[src/rtl/data_memory_arbiter.sv]
// Round-robin arbiter sharing one single-port data memory between NUM_CORES cores.
// Each transaction takes grant -> access -> respond, with a one-cycle ack back to the core.
module data_memory_arbiter #(
    parameter int NUM_CORES  = 4,
    parameter int WIDTH      = 36,
    parameter int DEPTH      = 2048,
    parameter int ADDR_WIDTH = $clog2(DEPTH)
) (
    input  logic                            clock,
    input  logic                            reset,
    input  logic [NUM_CORES-1:0]            core_req,
    input  logic [NUM_CORES-1:0]            core_we,
    input  logic [NUM_CORES*ADDR_WIDTH-1:0] core_addr,
    input  logic [NUM_CORES*WIDTH-1:0]      core_wdata,
    input  logic [NUM_CORES-1:0]            core_done,
    output logic [NUM_CORES-1:0]            core_ack,
    output logic [WIDTH-1:0]                core_rdata,
    output logic                            mem_writeEn,
    output logic [WIDTH-1:0]                mem_dataIn,
    output logic [ADDR_WIDTH-1:0]           mem_address,
    input  logic [WIDTH-1:0]                mem_dataOut,
    output logic                            mem_processDone
);

    localparam int GW = (NUM_CORES > 1) ? $clog2(NUM_CORES) : 1;

    typedef enum logic [1:0] {StIdle, StAccess, StRespond} state_e;

    state_e                  state_q, state_d;
    logic [GW-1:0]           grant_q, grant_d;
    logic [GW-1:0]           last_grant_q, last_grant_d;
    logic                    load_q, load_d;
    logic [NUM_CORES-1:0]    ack_q, ack_d;
    logic [WIDTH-1:0]        rdata_q, rdata_d;
    logic                    we_q, we_d;
    logic [WIDTH-1:0]        din_q, din_d;
    logic [ADDR_WIDTH-1:0]   addr_q, addr_d;
    logic                    pd_q, pd_d;

    logic [NUM_CORES-1:0]    eligible;
    logic                    found;
    logic [GW-1:0]           pick;
    logic [GW-1:0]           cand;

    // The core currently being acked is masked so a held req counts as a fresh request later.
    always_comb begin
        eligible = core_req & ~ack_q;
        found    = 1'b0;
        pick     = '0;
        cand     = '0;
        for (int k = 1; k <= NUM_CORES; k++) begin
            cand = GW'((int'(last_grant_q) + k) % NUM_CORES);
            if (!found && eligible[cand]) begin
                found = 1'b1;
                pick  = cand;
            end
        end
    end

    always_comb begin
        state_d      = state_q;
        grant_d      = grant_q;
        last_grant_d = last_grant_q;
        load_d       = load_q;
        ack_d        = '0;
        rdata_d      = rdata_q;
        we_d         = we_q;
        din_d        = din_q;
        addr_d       = addr_q;
        pd_d         = pd_q | ((&core_done) && (state_q == StIdle) && (core_req == '0));
        unique case (state_q)
            StIdle: begin
                if (found) begin
                    grant_d = pick;
                    load_d  = ~core_we[pick];
                    we_d    = core_we[pick];
                    addr_d  = core_addr[int'(pick)*ADDR_WIDTH +: ADDR_WIDTH];
                    din_d   = core_wdata[int'(pick)*WIDTH +: WIDTH];
                    state_d = StAccess;
                end
            end
            StAccess: begin
                we_d    = 1'b0;
                state_d = StRespond;
            end
            StRespond: begin
                ack_d[grant_q] = 1'b1;
                if (load_q) begin
                    rdata_d = mem_dataOut;
                end
                last_grant_d = grant_q;
                state_d      = StIdle;
            end
            default: state_d = StIdle;
        endcase
    end

    always_ff @(posedge clock or posedge reset) begin
        if (reset) begin
            state_q      <= StIdle;
            grant_q      <= '0;
            last_grant_q <= GW'(NUM_CORES - 1);
            load_q       <= 1'b0;
            ack_q        <= '0;
            rdata_q      <= '0;
            we_q         <= 1'b0;
            din_q        <= '0;
            addr_q       <= '0;
            pd_q         <= 1'b0;
        end else begin
            state_q      <= state_d;
            grant_q      <= grant_d;
            last_grant_q <= last_grant_d;
            load_q       <= load_d;
            ack_q        <= ack_d;
            rdata_q      <= rdata_d;
            we_q         <= we_d;
            din_q        <= din_d;
            addr_q       <= addr_d;
            pd_q         <= pd_d;
        end
    end

    assign core_ack        = ack_q;
    assign core_rdata      = rdata_q;
    assign mem_writeEn     = we_q;
    assign mem_dataIn      = din_q;
    assign mem_address     = addr_q;
    assign mem_processDone = pd_q;

endmodule

[config.mk]
export PLATFORM = sky130hd
export DESIGN_NAME = data_memory_arbiter
export DESIGN_NICKNAME = d
export VERILOG_FILES = /design/src/rtl/data_memory_arbiter.sv
export SDC_FILE = /design/constraint.sdc
export NUM_CORES = 1
export LEC_CHECK = 0
export CAP_MARGIN = 0
export CORE_MARGIN = 4
export CORE_UTILIZATION = 34
export CTS_BUF_LIST = sky130_fd_sc_hd__clkbuf_8
export CTS_CLUSTER_DIAMETER = 100
export DETAILED_ROUTE_END_ITERATION = 8
export GPL_TIMING_DRIVEN = 1
export PLACE_DENSITY = 0.8
export SYNTH_ARGS = -nofsm -noshare
export SYNTH_HDL_FRONTEND = slang
export SYNTH_SLANG_ARGS = --single-unit
[constraint.sdc]
create_clock -name clock -period 3.2 [get_ports clock]
set_input_delay 0.64 -clock clock [delete_from_list [all_inputs] [get_ports clock]]
set_output_delay 0.64 -clock clock [all_outputs]
set_load 0.005 [all_outputs]
-- Yosys cells after proc, flatten, opt, wreduce, memory -nomap -nowiden
Cells that the tools add are included.
W data, S select, Z words.
- bits in registers: 96
- bits of input ports: 238
- output and inout port bits: 89
- word-level logic and storage cells: 73
- $add $sub $neg: 4
- multipliers: 2
- order comparisons: 7
- equality and inequality tests: 3
- shift operators: 2
- multiplexer cells: 25
- bitwise logic cells: 4
- reductions and logical operators: 16
- operator list (cell ; count):
    $shiftx A144 B9 Y36 ; 1
    $shiftx A44 B7 Y11 ; 1
    $lt A2 B3 Y1 const B ; 6
    $mul A2 B4 Y6 const B ; 2
    $mux W1 ; 11
    $bmux W1 S2 ; 5
    $mux W2 ; 5
    $logic_and A1 B1 Y1 ; 6
    $reduce_and A2 Y1 ; 3
    $add A2 B1 Y2 const B ; 2
    $add A2 B2 Y2 const B ; 2
    $and A4 B4 Y4 ; 1
    $logic_not A4 Y1 ; 1
    $mux W4 ; 1
    $not A4 Y4 ; 1
    $pmux W2 S2 ; 1
    $reduce_and A4 Y1 ; 1
    $logic_not A1 Y1 ; 3
    $demux W1 S2 ; 1
    $eq A2 B1 Y1 const B ; 1
    $eq A2 B2 Y1 const B ; 1
    $ge A2 B1 Y1 const B ; 1
    $logic_not A2 Y1 ; 1
    $ne A2 B2 Y1 const B ; 1
    4 further kinds ; 4

-- Depth between registers and ports, before layout
- word-level depth: 18
- gate-level depth with buffers: 9

-- Worst setup path before layout
OpenSTA, ideal clock, no wires.
- kind: input to register
- start point: in core_req[3]
- end point: reg addr_q[0] (netlist: mem_address[0])
- arrival time: 1.955 ns
- data required time: 3.068 ns
- path slack: 1.113 ns
- stages: 8
- path buffers: 3
- path through: nor2b_4 > a211oi_1 > a311oi_1 > buf_4 > buf_8 > buf_8 > mux2i_1 > o221ai_2
- longest elaborated chain between the ends: 15
- elaborated cells on any way between the ends: 26
- those cells by class: mul: 1; shift: 1; mux: 16; bitwise: 1; reduce/logical: 7
- RTL lines (element ; line ; source):
    start, declared ; 11 ; input logic [NUM_CORES-1:0] core_req,
    $and A4 B4 Y4 (*) ; 47 ; eligible = core_req & ~ack_q;
    $bmux W1 S2 ; 53 ; if (!found && eligible[cand]) begin
    $mux W1 (not written as such) ; 53 ;
    $mux W1 ; 53 ;
    $logic_not A1 Y1 ; 53 ;
    $logic_and A1 B1 Y1 ; 53 ;
    $mux W1 ; 53 ;
    $logic_not A1 Y1 ; 53 ;
    $logic_and A1 B1 Y1 ; 53 ;
    $mux W1 ; 53 ;
    $logic_not A1 Y1 ; 53 ;
    $logic_and A1 B1 Y1 ; 53 ;
    $mux W2 ; 53 ;
    $mul A2 B4 Y6 ; 77 ; addr_d = core_addr[int'(pick)*ADDR_WIDTH +: ADDR_WIDTH];
    $shiftx A44 B7 Y11 ; 77 ;
    end signal, assigned ; 119 ; addr_q <= addr_d;
    end, declared ; 37 ; logic [ADDR_WIDTH-1:0] addr_q, addr_d;
Mark *: on every way between the ends. The rest lies on a longest branch, timed or not. The select of a mux whose other input is x is not followed.
A chain may end at the register's enable or synchronous reset.

-- Worst setup path in the final report
- start point: in core_req[3]
- end point: reg din_q[4] (netlist: mem_dataIn[4])
- longest elaborated chain between the ends: 15
- elaborated cells on any way between the ends: 26
- those cells by class: mul: 1; shift: 1; mux: 16; bitwise: 1; reduce/logical: 7
- RTL lines (element ; line ; source):
    $and A4 B4 Y4 (*) ; 47 ;
    $bmux W1 S2 ; 53 ;
    $mux W1 (not written as such) ; 53 ;
    $mux W1 ; 53 ;
    $logic_not A1 Y1 ; 53 ;
    $logic_and A1 B1 Y1 ; 53 ;
    $mux W1 ; 53 ;
    $logic_not A1 Y1 ; 53 ;
    $logic_and A1 B1 Y1 ; 53 ;
    $mux W1 ; 53 ;
    $logic_not A1 Y1 ; 53 ;
    $logic_and A1 B1 Y1 ; 53 ;
    $mux W2 ; 53 ;
    $mul A2 B4 Y6 ; 78 ; din_d = core_wdata[int'(pick)*WIDTH +: WIDTH];
    $shiftx A144 B9 Y36 ; 78 ;
    end signal, assigned ; 118 ; din_q <= din_d;
    end, declared ; 36 ; logic [WIDTH-1:0] din_q, din_d;
Marked as above.

==> results_dict.tcl <==
set metrics [dict create \
    synth.top_cell.area_share_pct 47.53 \
    crit_chain "clkdlybuf4s50_1, nor2b_4, a211oi_1, a311oi_4, buf_12, mux2i_1, o221ai_1" \
    powerDensity_mw_per_mm2 811.2 \
    hold_viol 0 \
    synth_most_common_cell "mux2i_1" \
    highest_layer "met4" \
    ios 327 \
    grt_usage_pct 21.04 \
    cp_num_cells 7 \
    cap_violations 0 \
    cpPeakStageDelay_ns 0.48 \
    post-route-period-util_pct 78.26 \
    cts_hold_buf 0 \
    drt-met1-wl_um 6425 \
    synth-seq-cells 96 \
    ys_seq_area_share_pct 48.60 \
    critPathLaunchType "input port" \
    clkPwrFrac_pct 12.5 \
    slew_violations 0 \
    antenna_cells 0 \
    synth_ff_type "dfrtp_1" \
    clk_latency_ns 0.38 \
    postSynthAreaPerCell_um2 12.40 \
    arrival_ns 2.75 \
    cts.repair.resized 0 \
    switching_power_uw 2506 \
    yosys_warnings 0 \
    power_leakage_uw 0.003608 \
    numCtsBuffers 9 \
    cp_max_fo 56 \
    setup_tns_ns 0 \
    crit_family "buffers and inverters" \
    synth_cells 399 \
    finalWirelength_um 18250 \
    switching_share_pct 36.04 \
    dieArea_mm2 0.01655 \
    fin_crit_ns 2.504 \
    num_rows 43 \
    initial_utilization_pct 35.24 \
    grt_start_max_net_pins 57 \
    wl_met2_um 9363 \
    power.internal_uw 4448 \
    hold_path_class "flip-flop to flip-flop" \
    peakVddDrop_uv 578.1 \
    routabilityCongestion 0.8483 \
    path_clk_slew_ns 0.10 \
    grt_pass1_vias 5129 \
    synthArstFlopShare_pct 100.0 \
    rsz0062_at_grt "no" \
    clk_path_buf_depth 2 \
    timing.fmax_mhz 399.3 \
    p_comb_share_pct 56.0 \
    netlist_top_cells_area "dfrtp_1 (48%), mux2i_1 (20%), mux2_2 (8.4%), o221ai_1 (6.7%), nand2_1 (4.4%)" \
    crit_type "input port to flip-flop" \
    synth_area_mm2 0.004948 \
    required_ns 3.44 \
    remaining_drc_errors 0 \
    synth_top_area_cell "dfrtp_1" \
    fillers 1091 \
    reg2reg_setup_slack_ns 1.04 \
    wl_met3_um 1919 \
    antenna_found_initial 0 \
    synth-edff-count 0 \
    synthesis.nets 637 \
    coreArea_mm2 0.01404 \
    seqPwrFrac_pct 31.4 \
    reg2regPathDepth 5 \
    postCtsSetupRepairBufs 0 \
    grt_pass1_wl_um 27070 \
    worst_pin_slew_ns 0.6411 \
    cts-root-buf "clkbuf_8" \
    ys_top_cells_by_count "mux2i_1 (97), dfrtp_1 (94), nand2_1 (58)" \
    cts_tree "built" \
    drive_gt1_share_pct 11.67 \
    drtPass1Iterations 5 \
    dp_hpwl_um 14360 \
    htree_levels 3 \
    cp_num_buf_inv 2 \
    grt-ovfl-total 0 \
    skew_ns 0.01702 \
    relSlewSlack_pct 57.26 \
    clock_sinks 96 \
    setup_viol 0 \
    utilization_pct 61.04 \
    ys_types 38 \
    holdPathStages 1 \
    portBuffers 326 \
    fin_total_pwr_uw 6954 \
    via_per_inst 5.133 \
    wl_per_cell_um 20.28 \
    cp-end-kind "flip-flop" \
    via_count 4620 \
    outcome "finished clean" \
    area.growth.synth_to_final_pct 73.22 \
    die_x_um 128.6 \
    die_height_um 128.6 \
    ant_nets 0 \
    dr.first_iter.drc_count 163 \
    layout.nets 953 \
    slowest_stage "clkdlybuf4s50_1" \
]
through the flow:
stage          hold WS [ns]  area [µm²]  worst slack (ns)  cells
3_3_place_gp         0.4518        8362            0.4028    884
6_report             0.4890        8572            0.6957    900
5_1_grt              0.5052        8572            0.6108    900
2_1_floorplan        0.4487        4949           0.05794    399
3_5_place_dp         0.4690        8362            0.2936    884
4_1_cts              0.4938        8572            0.7188    900
routing by layer:
layer	vias up	GRT usage, %
met5	-	0
met4	0	8.833
met3	37	8.012
met2	231	37.65
met1	2226	22.03
li1	2126	-
cell type report:
| type | instances | area [µm²] | area share [%] |
|---|---|---|---|
| clock buffer | 9 | 123.9 | 1.445 |
| clock inverter | 7 | 86.33 | 1.007 |
| inverter | 2 | 10.01 | 0.1168 |
| multi-input combinational | 270 | 2346 | 27.37 |
| sequential | 96 | 2405 | 28.05 |
| tap | 180 | 225.2 | 2.627 |
| timing repair buffer | 336 | 3376 | 39.38 |
power by group through the flow:
stage / Sequential [µW] / Clock, µW / Combinational [µW]
detailed placement: 2210 / 0 / 3930
global route: 2250 / 955 / 4190
finish: 2190 / 872 / 3900
CTS: 2190 / 905 / 3950
global placement: 2170 / 0 / 3810
floorplan: 2180 / 0 / 2070
logic make-up (layout without fill, tap and decap cells):
family / after synthesis / after routing / share of synthesized area (%)
multiplexers: 134 / 134 / 28.04
buffers and inverters: 33 / 354 / 4.602
flip-flops: 96 / 96 / 48.60
AO/OA/AOI/OAI: 58 / 58 / 11.56
AND/OR/NAND/NOR: 78 / 78 / 7.206
worst register-to-register path: stages, from the launching register on:
cell and delay, ns:
dfstp_2 0.63, a211oi_1 0.13, a311oi_4 0.40, buf_12 0.39, mux2i_1 0.32, o221ai_1 0.15
cell usage in the layout, fill, tap and decap left out, types with 2 or more instances in the layout:
cell	synthesis	final
buf_12	2	3
buf_4	5	7
clkbuf_8	0	9
clkdlybuf4s50_1	0	326
dfrtp_1	94	94
dfstp_2	2	2
inv_6	0	2
inv_8	0	2
mux2_2	37	37
mux2i_1	97	97
nand2_1	58	58
nand2b_1	5	5
nand3b_1	2	2
nor2_1	2	2
nor2b_1	3	3
o221ai_1	38	38
o221ai_2	10	10
flip-flops by register name, summed over array words and instances, names as in the netlist:
| name | cells |
|---|---|
| state_q | 2 |
| core_ack | 4 |
| mem_processDone | 1 |
| load_q | 1 |
| core_rdata | 36 |
| mem_address | 11 |
| mem_dataIn | 36 |
| last_grant_q | 2 |
| grant_q | 2 |
| mem_writeEn | 1 |
worst paths after layout:
kind / start / end
worst max-delay path: core_req[3] / mem_dataIn[4]
worst min-delay path: mem_processDone / mem_processDone
worst max register to register: last_grant_q[1] / mem_dataIn[4]
worst min register to register: mem_processDone / mem_processDone
max in group asynchronous: reset / last_grant_q[1]
min in group asynchronous: reset / core_rdata[29]
Note: power is estimated with default switching activity, not from simulation.
